[config.mk]
export PLATFORM = sky130hd
export DESIGN_NAME = fetch_ctrl_flat
export DESIGN_NICKNAME = d
export VERILOG_FILES = /design/src/rtl/fetch_ctrl_if.sv /design/src/rtl/fetch_ctrl.sv /design/src/flat_wrapper.sv
export SDC_FILE = /design/constraint.sdc
export NUM_CORES = 1
export LEC_CHECK = 0
export ABC_AREA = 1
export BUFFER_PORTS_ARGS = -buffer_cell sky130_fd_sc_hd__buf_2
export CELL_PAD_IN_SITES_DETAIL_PLACEMENT = 0
export CELL_PAD_IN_SITES_GLOBAL_PLACEMENT = 1
export CORE_ASPECT_RATIO = 1.2
export CORE_MARGIN = 2
export CORE_UTILIZATION = 41
export CTS_CLUSTER_DIAMETER = 80
export DETAILED_ROUTE_END_ITERATION = 16
export GPL_TIMING_DRIVEN = 0
export PLACE_DENSITY_LB_ADDON = 0.1
export SYNTH_ARGS = -nofsm -noshare
export SYNTH_HDL_FRONTEND = slang
export SYNTH_SLANG_ARGS = --single-unit
[constraint.sdc]
create_clock -name clk -period 2.45 [get_ports clk]
set_input_delay 0.245 -clock clk [delete_from_list [all_inputs] [get_ports clk]]
set_output_delay 0.245 -clock clk [all_outputs]
set_load 0.05 [all_outputs]
[src/rtl/fetch_ctrl_if.sv]
// Bus between fetch_ctrl and its environment: decoded branch ops and PC in,
// jump request and status out.
interface fetch_ctrl_if #(
    parameter int D  = 10,
    parameter int CW = 16
);
    logic          start;
    logic [2:0]    br_op;
    logic [D-1:0]  br_target;
    logic          zero_flag;
    logic [D-1:0]  prog_ctr;
    logic          jb_en;
    logic [D-1:0]  target;
    logic          done;
    logic          err;
    logic [CW-1:0] cycle_cnt;

    modport master (
        output start, br_op, br_target, zero_flag, prog_ctr,
        input  jb_en, target, done, err, cycle_cnt
    );

    modport slave (
        input  start, br_op, br_target, zero_flag, prog_ctr,
        output jb_en, target, done, err, cycle_cnt
    );
endinterface

[src/rtl/fetch_ctrl.sv]
// Program sequencing controller: start/halt control, branch resolution,
// return-address stack and run-cycle counter driving the PC's jump inputs.
module fetch_ctrl #(
    parameter int D        = 10,
    parameter int RS_DEPTH = 4,
    parameter int CW       = 16
) (
    input logic         clk,
    input logic         reset,
    fetch_ctrl_if.slave bus
);
    localparam int AW  = $clog2(RS_DEPTH);
    localparam int SPW = AW + 1;
    localparam logic [SPW-1:0] SP_FULL = SPW'(RS_DEPTH);

    typedef enum logic [1:0] {IDLE, RUN, HALT} state_e;
    typedef enum logic [2:0] {
        OP_NOP  = 3'd0,
        OP_JMP  = 3'd1,
        OP_BZ   = 3'd2,
        OP_BNZ  = 3'd3,
        OP_CALL = 3'd4,
        OP_RET  = 3'd5,
        OP_HALT = 3'd6,
        OP_RSVD = 3'd7
    } op_e;

    state_e         r_state;
    state_e         w_next;
    logic [SPW-1:0] r_sp;
    logic [D-1:0]   r_stack [RS_DEPTH];
    logic           r_err;
    logic [CW-1:0]  r_cnt;

    logic           w_push;
    logic           w_pop;
    logic           w_set_err;
    logic           w_restart;
    logic [SPW-1:0] w_sp_dec;
    logic [D-1:0]   w_ret_addr;
    logic [D-1:0]   w_top;
    op_e            w_op;

    assign w_op       = op_e'(bus.br_op);
    assign w_sp_dec   = r_sp - SPW'(1);
    assign w_ret_addr = bus.prog_ctr + D'(1);
    // When sp is 0 the index wraps to the last entry; the value is unused then.
    assign w_top      = r_stack[w_sp_dec[AW-1:0]];

    always_ff @(posedge clk or negedge reset) begin
        if (!reset) begin
            r_state <= IDLE;
        end else begin
            r_state <= w_next;
        end
    end

    always_comb begin
        w_next    = r_state;
        w_push    = 1'b0;
        w_pop     = 1'b0;
        w_set_err = 1'b0;
        w_restart = 1'b0;
        unique case (r_state)
            IDLE: begin
                if (bus.start) begin
                    w_next    = RUN;
                    w_restart = 1'b1;
                end
            end
            RUN: begin
                case (w_op)
                    OP_CALL: begin
                        if (r_sp == SP_FULL) begin
                            w_set_err = 1'b1;
                            w_next    = HALT;
                        end else begin
                            w_push = 1'b1;
                        end
                    end
                    OP_RET: begin
                        if (r_sp == '0) begin
                            w_set_err = 1'b1;
                            w_next    = HALT;
                        end else begin
                            w_pop = 1'b1;
                        end
                    end
                    OP_HALT: w_next = HALT;
                    default: ;
                endcase
            end
            HALT: begin
                if (bus.start) begin
                    w_next    = RUN;
                    w_restart = 1'b1;
                end
            end
            default: w_next = IDLE;
        endcase
    end

    // PC has no stall input, so idle/halt pin it by forcing a jump.
    always_comb begin
        bus.jb_en  = 1'b1;
        bus.target = '0;
        unique case (r_state)
            IDLE: ;
            RUN: begin
                bus.target = bus.br_target;
                case (w_op)
                    OP_JMP:  bus.jb_en = 1'b1;
                    OP_BZ:   bus.jb_en = bus.zero_flag;
                    OP_BNZ:  bus.jb_en = ~bus.zero_flag;
                    OP_CALL: bus.jb_en = (r_sp != SP_FULL);
                    OP_RET: begin
                        bus.jb_en  = (r_sp != '0);
                        bus.target = w_top;
                    end
                    OP_HALT: bus.target = bus.prog_ctr;
                    default: bus.jb_en = 1'b0;
                endcase
            end
            HALT: begin
                if (!bus.start) begin
                    bus.target = bus.prog_ctr;
                end
            end
            default: ;
        endcase
    end

    assign bus.done      = (r_state == HALT);
    assign bus.err       = r_err;
    assign bus.cycle_cnt = r_cnt;

    always_ff @(posedge clk or negedge reset) begin
        if (!reset) begin
            r_sp  <= '0;
            r_err <= 1'b0;
            r_cnt <= '0;
            for (int unsigned i = 0; i < RS_DEPTH; i++) begin
                r_stack[i] <= '0;
            end
        end else if (w_restart) begin
            r_sp  <= '0;
            r_err <= 1'b0;
            r_cnt <= '0;
        end else begin
            if (r_state == RUN && r_cnt != '1) begin
                r_cnt <= r_cnt + CW'(1);
            end
            if (w_push) begin
                r_stack[r_sp[AW-1:0]] <= w_ret_addr;
                r_sp                  <= r_sp + SPW'(1);
            end
            if (w_pop) begin
                r_sp <= w_sp_dec;
            end
            if (w_set_err) begin
                r_err <= 1'b1;
            end
        end
    end
endmodule

[src/flat_wrapper.sv]
// flat-port wrapper written by rule: the top's interface ports become plain ports
module fetch_ctrl_flat 
#(
    parameter int D        = 10,
    parameter int RS_DEPTH = 4,
    parameter int CW       = 16
)
  (clk, reset, bus_start, bus_br_op, bus_br_target, bus_zero_flag, bus_prog_ctr, bus_jb_en, bus_target, bus_done, bus_err, bus_cycle_cnt);
  fetch_ctrl_if #(.D(D), .CW(CW)) bus_i ();
  input logic clk;
  input logic reset;
  input wire logic [$bits(bus_i.start)-1:0] bus_start;
  input wire logic [$bits(bus_i.br_op)-1:0] bus_br_op;
  input wire logic [$bits(bus_i.br_target)-1:0] bus_br_target;
  input wire logic [$bits(bus_i.zero_flag)-1:0] bus_zero_flag;
  input wire logic [$bits(bus_i.prog_ctr)-1:0] bus_prog_ctr;
  output wire logic [$bits(bus_i.jb_en)-1:0] bus_jb_en;
  output wire logic [$bits(bus_i.target)-1:0] bus_target;
  output wire logic [$bits(bus_i.done)-1:0] bus_done;
  output wire logic [$bits(bus_i.err)-1:0] bus_err;
  output wire logic [$bits(bus_i.cycle_cnt)-1:0] bus_cycle_cnt;
  assign bus_i.start = bus_start;
  assign bus_i.br_op = bus_br_op;
  assign bus_i.br_target = bus_br_target;
  assign bus_i.zero_flag = bus_zero_flag;
  assign bus_i.prog_ctr = bus_prog_ctr;
  assign bus_jb_en = bus_i.jb_en;
  assign bus_target = bus_i.target;
  assign bus_done = bus_i.done;
  assign bus_err = bus_i.err;
  assign bus_cycle_cnt = bus_i.cycle_cnt;
  fetch_ctrl #(.D(D), .RS_DEPTH(RS_DEPTH), .CW(CW)) u_core (.clk(clk), .reset(reset), .bus(bus_i));
endmodule
# Word level (Yosys, flattened, before mapping)

Index checks and enable logic that the tools add are counted.

Register bits after elaboration: 62
Input port bits: 27
Output and inout port bits: 29

Add/sub/neg operators: 4
Magnitude comparators: 3
Equality and inequality tests: 15
Mux-type cells: 35
Bitwise gates (word level): 4
Reductions and logical operators: 12

Operators by type and width:

| operator                                                              | count |
|---|---|
| 40-bit bitwise mux                                                    | 1 |
| 10-bit two-way mux                                                    | 4 |
| 10-bit one-hot mux with 2 select lines                                | 2 |
| 16-bit two-way mux                                                    | 2 |
| 10-bit binary-select mux with 2-bit select                            | 1 |
| 10-bit demux with 2-bit select                                        | 1 |
| 16-bit by 1-bit adder with 16-bit output, second input constant       | 1 |
| 16-bit != test, second input constant                                 | 1 |
| 1-bit two-way mux                                                     | 14 |
| 3-bit equality test, second input constant                            | 4 |
| 10-bit by 1-bit adder with 10-bit output, second input constant       | 1 |
| 3-bit two-way mux                                                     | 3 |
| 3-bit by 2-bit equality test with 1-bit output, second input constant | 2 |
| 3-bit >= comparator, second input constant                            | 2 |
| 2-bit two-way mux                                                     | 3 |
| 3-bit by 2-bit != test with 1-bit output, second input constant       | 2 |
| 2-bit inverter with 3-bit output                                      | 2 |
| 2-bit one-hot mux with 3 select lines                                 | 1 |
| 3-bit nonzero test                                                    | 2 |
| 1-bit one-hot mux with 5 select lines                                 | 1 |
| 4-bit != test, second input constant                                  | 1 |
| 2-bit one-hot mux with 2 select lines                                 | 1 |
| 4-bit AND reduction                                                   | 1 |
| 2-bit nonzero test                                                    | 2 |
| other kinds (15)                                                      | 18 |

# Longest topological paths before layout

Gate-level depths: netlist (run 1).

Word-level depth: 7
Mapped depth: 11
Mapped depth without buffers: 9

# Worst setup path after synthesis (run 1)

Ideal clock, no wire load.

Path type: register to output
From: register u_core.r_sp[0]
To: output port bus_target[0]
Arrival: 2.554 ns
Path slack: -0.349 ns
Stages on the path, launching flop included: 12
Buffers on the path: 2
Cells stage by stage: dfrtp_1 inv_1 clkbuf_1 ha_1 inv_1 clkbuf_1 nand3_1 nand2_1 nand2_1 nand2_1 nand2_1 a21oi_1

Cells in the longest elaborated chain, start to end: 7

RTL lines:

| element                                                | line               | RTL |
|---|---|---|
| start: declaration                                     | fetch_ctrl.sv:30   | `logic [SPW-1:0] r_sp;` |
| start signal: assignment                               | fetch_ctrl.sv:155  | `r_sp <= r_sp + SPW'(1);` |
| start signal: assignment                               | fetch_ctrl.sv:158  | `r_sp <= w_sp_dec;` |
| 3-bit by 1-bit subtractor with 3-bit output            | fetch_ctrl.sv:45   | `assign w_sp_dec = r_sp - SPW'(1);` |
| 2-bit inverter with 3-bit output (not written as such) | fetch_ctrl.sv:48   | `assign w_top = r_stack[w_sp_dec[AW-1:0]];` |
| 10-bit binary-select mux with 2-bit select             | fetch_ctrl.sv:48   |  |
| 10-bit two-way mux (not written as such) (2 in series) | fetch_ctrl.sv:48   |  |
| 10-bit one-hot mux with 2 select lines                 | fetch_ctrl.sv:111  | `case (w_op)` |
| 10-bit one-hot mux with 2 select lines                 | fetch_ctrl.sv:107  | `unique case (r_state)` |
| end: declaration                                       | flat_wrapper.sv:18 | `output wire logic [$bits(bus_i.target)-1:0] bus_target;` |

Every way passes these cells. The select of a mux whose other input is x is not followed.

# Final worst setup path (run 1)

From: register u_core.r_sp[0]
To: output port bus_target[9]

The elaborated chain is that of the path after synthesis.

==> impl_metrics.env, run 1 <==
export IMPL_regArea_sq_um=1550
export IMPL_cts_tree="yes"
export IMPL_clk_pin_slew_ps=60
export IMPL_synth_distinct_cells=28
export IMPL_nFillCells=1001
export IMPL_cap_viol_max_count=0
export IMPL_relSlewSlack_pct=46.2
export IMPL_synth_main_ff_cell="dfrtp_1"
export IMPL_grt_pass1_wl_um=18900
export IMPL_setup_viol=0
export IMPL_period_share_pct=96.1
export IMPL_dp_slack_ps=-667
export IMPL_yosys_top_cells_count="nand2_1, inv_1, dfrtp_1"
export IMPL_status="completed"
export IMPL_antenna_found_initial=0
export IMPL_avgRoutedWirePerCell_um=14.2
export IMPL_synth_seq_area_share_pct=38.6
export IMPL_design_area_sq_um=5060
export IMPL_grt_total_usage_pct=22.8
export IMPL_min_period_ps=2350
export IMPL_syn_avg_cell_area_sq_um=6.77
export IMPL_ys_warn_count=0
export IMPL_synth_top_cell_area_share_pct=38.6
export IMPL_hpwl_um=8320
export IMPL_worst_pin_slew_ps=808
export IMPL_worst_setup_path_start_kind="flop"
export IMPL_power_density_nw_per_um2=1140
export IMPL_finalWirelength_um=11300
export IMPL_syn_nets=630
export IMPL_drcViolationCount=0
export IMPL_cts_buffers=9
export IMPL_grt_ovfl_total=0
export IMPL_nets=701
export IMPL_fmax_ghz=0.425
export IMPL_clk_latency_ps=330
export IMPL_globalplace_congestion=0.813
export IMPL_worst_ep_required_time_ps=2200
export IMPL_io_pins=56
export IMPL_row_count=39
export IMPL_drv_slew=0
export IMPL_initial_core_util_pct=42.2
export IMPL_final_cells=792
export IMPL_hold_class="in2async"
export IMPL_hold_slack_ps=2.96
export IMPL_cp_max_fo=6
export IMPL_drive_gt1_share_pct=19.4
export IMPL_port_buffers=55
export IMPL_crit_path_frequent_cell="nand2_1"
export IMPL_drt_iter0_drc=172
export IMPL_synth_cells=593
export IMPL_cts_sinks=62
export IMPL_path_cells="inv_2, clkbuf_16, ha_4, inv_4, buf_8, nand3_2, nand2_2, nand2_1, nand2_1, nand2_1, a21oi_4, buf_6"
export IMPL_core_area_sq_um=9520
export IMPL_arrival_ps=2110
export IMPL_die_w_um=94.3
export IMPL_syn2layout_area_growth_pct=26.0
export IMPL_cts_root_buf="clkbuf_16"
export IMPL_placed_area_sq_um=4540
export IMPL_rsz0062_at_grt="true"
export IMPL_h_tree_depth=3
export IMPL_grt_max_degree=63
export IMPL_slowest_stage="dfrtp_1"
export IMPL_leakage_nw=2.57
export IMPL_grt_pass1_vias=3892
export IMPL_hold_violations=0
export IMPL_fin_ws_ps=96.5
export IMPL_synth_edf_count=0
export IMPL_dieArea_sq_um=10600
export IMPL_syn_area_sq_um=4020
export IMPL_finClkSkew_ps=3.36
export IMPL_yosysTopAreaCell="dfrtp_1"
export IMPL_die_h_um=112
export IMPL_critical_path_class="reg2out"
export IMPL_antenna_left=0
export IMPL_ys_async_sr_fraction_pct=100
export IMPL_synth_seq_cells=62
export IMPL_first_pass_iters=6
export IMPL_diodes=0
export IMPL_synth_area_leaders="dfrtp_1, nand2_1, inv_1"
export IMPL_cts_buffer_depth=2
export IMPL_synth_most_common_cell="nand2_1"
export IMPL_dp_cells=771
export IMPL_multi_input_area_sq_um=2180
export IMPL_viasPerCell=4.99
export IMPL_cpPeakStageDelay_ps=370
export IMPL_num_vias=3956
export IMPL_hold_buffers=0
export IMPL_critPathCaptureType="output port"
export IMPL_peakVddDrop_v=0.000564
[metal layers]
metal  share of wire (%)  GRT usage, %
met4                 2.1          7.34
met3                 3.1          4.30
met5                   0             0
met2                  53          40.5
met1                  42          27.6
[per-stage QoR]
step | total power [mW] | setup TNS, ps | utilization (%)
2_1_floorplan | 3.33 | -89.4 | -
3_3_place_gp | 3.98 | -6320 | 47.7
3_5_place_dp | 4.01 | -6050 | 47.8
4_1_cts | 5.67 | 0 | 52.5
5_1_grt | 6.19 | -49.6 | 53.2
6_report | 5.76 | 0 | 53.2
[power by group]
part | switching (mW) | internal (mW) | leakage [nW]
clock | 0.484 | 0.920 | 0.156
combinational | 1.88 | 0.996 | 1.70
sequential | 0.130 | 1.35 | 0.711
total | 2.49 | 3.27 | 2.57
[area by class of cell]
cell class / count / share of cell area (%)
repair buffers: 61 / 7.62
flip-flops and latches: 62 / 30.7
inverters: 80 / 6.01
plain buffers: 25 / 3.19
clock buffers: 11 / 4.80
clock inverters: 5 / 1.61
multi-input cells: 425 / 43.1
well taps: 123 / 3.04
[logic make-up (layout without fill, tap and decap cells)]
kind of cell,count (synthesis),after routing,synth area share (%)
fa+ha+maj,10,10,3.12
flops,62,62,38.6
compound gates,68,68,8.79
xor+xnor,13,13,2.84
simple gates,334,334,36.0
buf+inv,106,182,10.6
[registers in the layout, indices dropped and copies added (netlist names)]
signal and cells:
u_core.r_stack 40, u_core.r_state 2, u_core.bus.cycle_cnt 16, u_core.bus.err 1, u_core.r_sp 3
[final timing paths]
| path | from | end | slack, ps | cells after the start |
|---|---|---|---|---|
| max | u_core.r_sp[0]$_DFFE_PN0P_ | bus_target[9] | 100 | 12 |
| min | reset | u_core.r_stack[13]$_DFFE_PN0P_ | 3 | 1 |
| max reg2reg | u_core.r_sp[0]$_DFFE_PN0P_ | u_core.r_stack[6]$_DFFE_PN0P_ | 580 | 11 |
| min reg2reg | u_core.bus.err$_DFFE_PN0P_ | u_core.bus.err$_DFFE_PN0P_ | 500 | 2 |
| max in group asynchronous | reset | u_core.bus.cycle_cnt[8]$_DFFE_PN0P_ | 1910 | 1 |
| min in group clk | bus_start | u_core.bus.err$_DFFE_PN0P_ | 320 | 4 |
[worst max-delay path, delay by kind of cell (launching register included)]
family / cells / cell delay [ps]
simple gates: 5 / 370
compound gates: 1 / 200
buf+inv: 5 / 590
flops: 1 / 370
fa+ha+maj: 1 / 250
[cell usage in the layout (no fill, tap or decap), types with 7 or more instances in the layout]
cell type,synthesis,final
inv_1,76,74
ha_1,10,9
buf_2,13,57
buf_6,1,12
o21ai_1,23,23
nand3_1,53,49
a21oi_4,0,8
dfrtp_1,62,62
nand2_1,211,208
buf_4,1,7
nand4_1,26,26
nor2_1,32,31
xor2_1,11,11
clkbuf_16,0,10
o21ai_0,27,27
clkbuf_1,10,7
[repair_timing]
action | CTS | global route
pin swaps | 3 | 10
buffers inserted | 3 | 2
gates cloned | 1 | 0
setup endpoints to repair | 11 | 10
gates resized for setup | 30 | 17
No activity file was read; power rests on OpenSTA's default activity.
==> inputs of run 2 (changes only) <==
--- a/config.mk
+++ b/config.mk
@@ -15,7 +15,8 @@
 export CTS_CLUSTER_DIAMETER = 80
 export DETAILED_ROUTE_END_ITERATION = 16
 export GPL_TIMING_DRIVEN = 0
-export PLACE_DENSITY_LB_ADDON = 0.1
+export PLACE_DENSITY = 0.79
+export RECOVER_POWER = 25
 export SYNTH_ARGS = -nofsm -noshare
 export SYNTH_HDL_FRONTEND = slang
 export SYNTH_SLANG_ARGS = --single-unit
==> run 2 against run 1 <==
Compared with the run above: the run now ends with max-capacitance violations, max-slew violations left; count of clock-buffer cells in the layout did not move; utilization fell by 0.34 points; final cell count did not move.
==> impl_metrics.env, run 2 (synthesized netlist as in run 1, its figures left out) <==
export IMPL_status="finished with violations"
export IMPL_violations="max-capacitance violations, max-slew violations"
export IMPL_grt_total_usage_pct=22.5
export IMPL_pwr_share_clk_pct=22.8
export IMPL_cts_sinks=62
export IMPL_worst_ep_required_time_ps=2200
export IMPL_leakage_nw=2.55
export IMPL_io_pins=56
export IMPL_row_count=39
export IMPL_cts_buffer_depth=2
export IMPL_die_w_um=94.3
export IMPL_num_vias=3949
export IMPL_setup_viol=0
export IMPL_die_h_um=112
export IMPL_hpwl_um=8370
export IMPL_nFillCells=986
export IMPL_viasPerCell=4.99
export IMPL_fin_setup_tns_ps=0
export IMPL_dieArea_sq_um=10600
export IMPL_top_register="u_core.r_stack"
export IMPL_power_mw=5.66
export IMPL_p_int_mw=3.16
export IMPL_critical_path_class="reg2out"
export IMPL_drt_iter0_drc=245
export IMPL_finalWirelength_um=11400
export IMPL_clk_latency_ps=330
export IMPL_hold_slack_ps=326
export IMPL_h_tree_depth=3
export IMPL_cap_viol_max_count=1
export IMPL_grt_pass1_vias=3888
export IMPL_rsz0062_at_grt="false"
export IMPL_port_buffers=55
export IMPL_worst_setup_path_start_kind="flop"
export IMPL_cp_max_fo=5
export IMPL_nets=701
export IMPL_antenna_found_initial=0
export IMPL_multi_input_area_sq_um=2180
export IMPL_clk_pin_slew_ps=60
export IMPL_hold_violations=0
export IMPL_mostFrequentLayoutCell="nand2_1"
export IMPL_fin_ws_ps=118
export IMPL_finClkSkew_ps=6.87
export IMPL_period_share_pct=95.2
export IMPL_combinationalPowerShare_pct=50.9
export IMPL_core_area_sq_um=9520
export IMPL_relSlewSlack_pct=-10.2
export IMPL_switchingPower_mw=2.50
export IMPL_drive_gt1_share_pct=19.6
export IMPL_drv_slew=63
export IMPL_power_density_nw_per_um2=1130
export IMPL_cts_root_buf="clkbuf_16"
export IMPL_hold_class="in2async"
export IMPL_first_pass_iters=4
export IMPL_grt_pass1_wl_um=18700
export IMPL_diodes=0
export IMPL_initial_core_util_pct=42.2
export IMPL_grt_ovfl_total=0
export IMPL_cts_buffers=9
export IMPL_regArea_sq_um=1550
export IMPL_antenna_left=0
export IMPL_globalplace_congestion=0.841
export IMPL_drcViolationCount=0
export IMPL_hold_buffers=0
export IMPL_avgRoutedWirePerCell_um=14.3
export IMPL_critPathCaptureType="output port"
export IMPL_fmax_ghz=0.429
export IMPL_largest_reg_flops=40
export IMPL_arrival_ps=2090
export IMPL_min_period_ps=2330
export IMPL_dp_slack_ps=-708
export IMPL_netSwitchingFraction_pct=44.2
export IMPL_worst_pin_slew_ps=1650
export IMPL_syn2layout_area_growth_pct=25.2
export IMPL_cts_tree="yes"
export IMPL_mostFrequentLayoutCells="nand2_1, inv_1, dfrtp_1"
export IMPL_grt_max_degree=63
export IMPL_power_frac_seq_pct=26.2
export IMPL_peakVddDrop_v=0.000557
run 2: repair_timing:
item                       4_1_cts  5_1_grt
gates cloned                     1        0
setup endpoints to repair       11       10
setup buffers                    3        2
gates resized for setup         30       16
pin swaps                        2        5
run 2: metal layers:
metal	GRT usage [%]	wire length [um]	vias up
met3	4.03	311	18
met1	26.6	4780	1833
met4	7.73	278	0
met2	40.5	5990	78
met5	0	0	-
li1	-	-	2020
run 2: final timing paths:
check,startpoint,depth (start not counted),slack [ps],end
setup reg to reg,u_core.r_state[1]$_DFFE_PN0P_,10,550,u_core.r_stack[6]$_DFFE_PN0P_
max in group asynchronous,reset,1,1120,u_core.bus.cycle_cnt[14]$_DFFE_PN0P_
hold / removal,reset,1,330,u_core.r_stack[2]$_DFFE_PN0P_
min in group clk,bus_start,4,330,u_core.bus.err$_DFFE_PN0P_
hold reg to reg,u_core.r_stack[10]$_DFFE_PN0P_,2,520,u_core.r_stack[10]$_DFFE_PN0P_
setup / recovery,u_core.r_sp[0]$_DFFE_PN0P_,12,120,bus_target[8]
run 2: cell type report:
type | instances | share of cell area [%]
multi-input cells | 425 | 43.3
flip-flops and latches | 62 | 30.9
repair buffers | 61 | 7.69
inverters | 80 | 6.10
clock buffers | 11 | 4.83
well taps | 123 | 3.06
plain buffers | 25 | 2.94
clock inverters | 5 | 1.17
run 2: worst max-delay path, cell delays in order (launching register included):
cell and delay, ps:
dfrtp_1 390, inv_2 80, clkbuf_8 130, ha_4 210
inv_4 80, buf_8 120, nand3_1 120, nand2_1 110
nand2_1 50, nand2_1 70, nand2_1 90, a21oi_4 130
buf_6 180
run 2: metrics by stage:
step	instances	instance area, sq um	utilization (%)
2_1_floorplan	593	4110	-
3_3_place_gp	771	4540	47.7
3_5_place_dp	771	4540	47.8
4_1_cts	791	4980	52.3
5_1_grt	792	5030	52.8
6_report	792	5030	52.8
run 2: power groups by stage:
stage          clock (mW)  combinational [mW]  sequential (mW)
2_1_floorplan           0                1.76             1.57
3_5_place_dp            0                2.50             1.51
5_1_grt              1.36                3.21             1.52
3_3_place_gp            0                2.47             1.50
6_report             1.29                2.88             1.48
4_1_cts              1.31                2.78             1.48
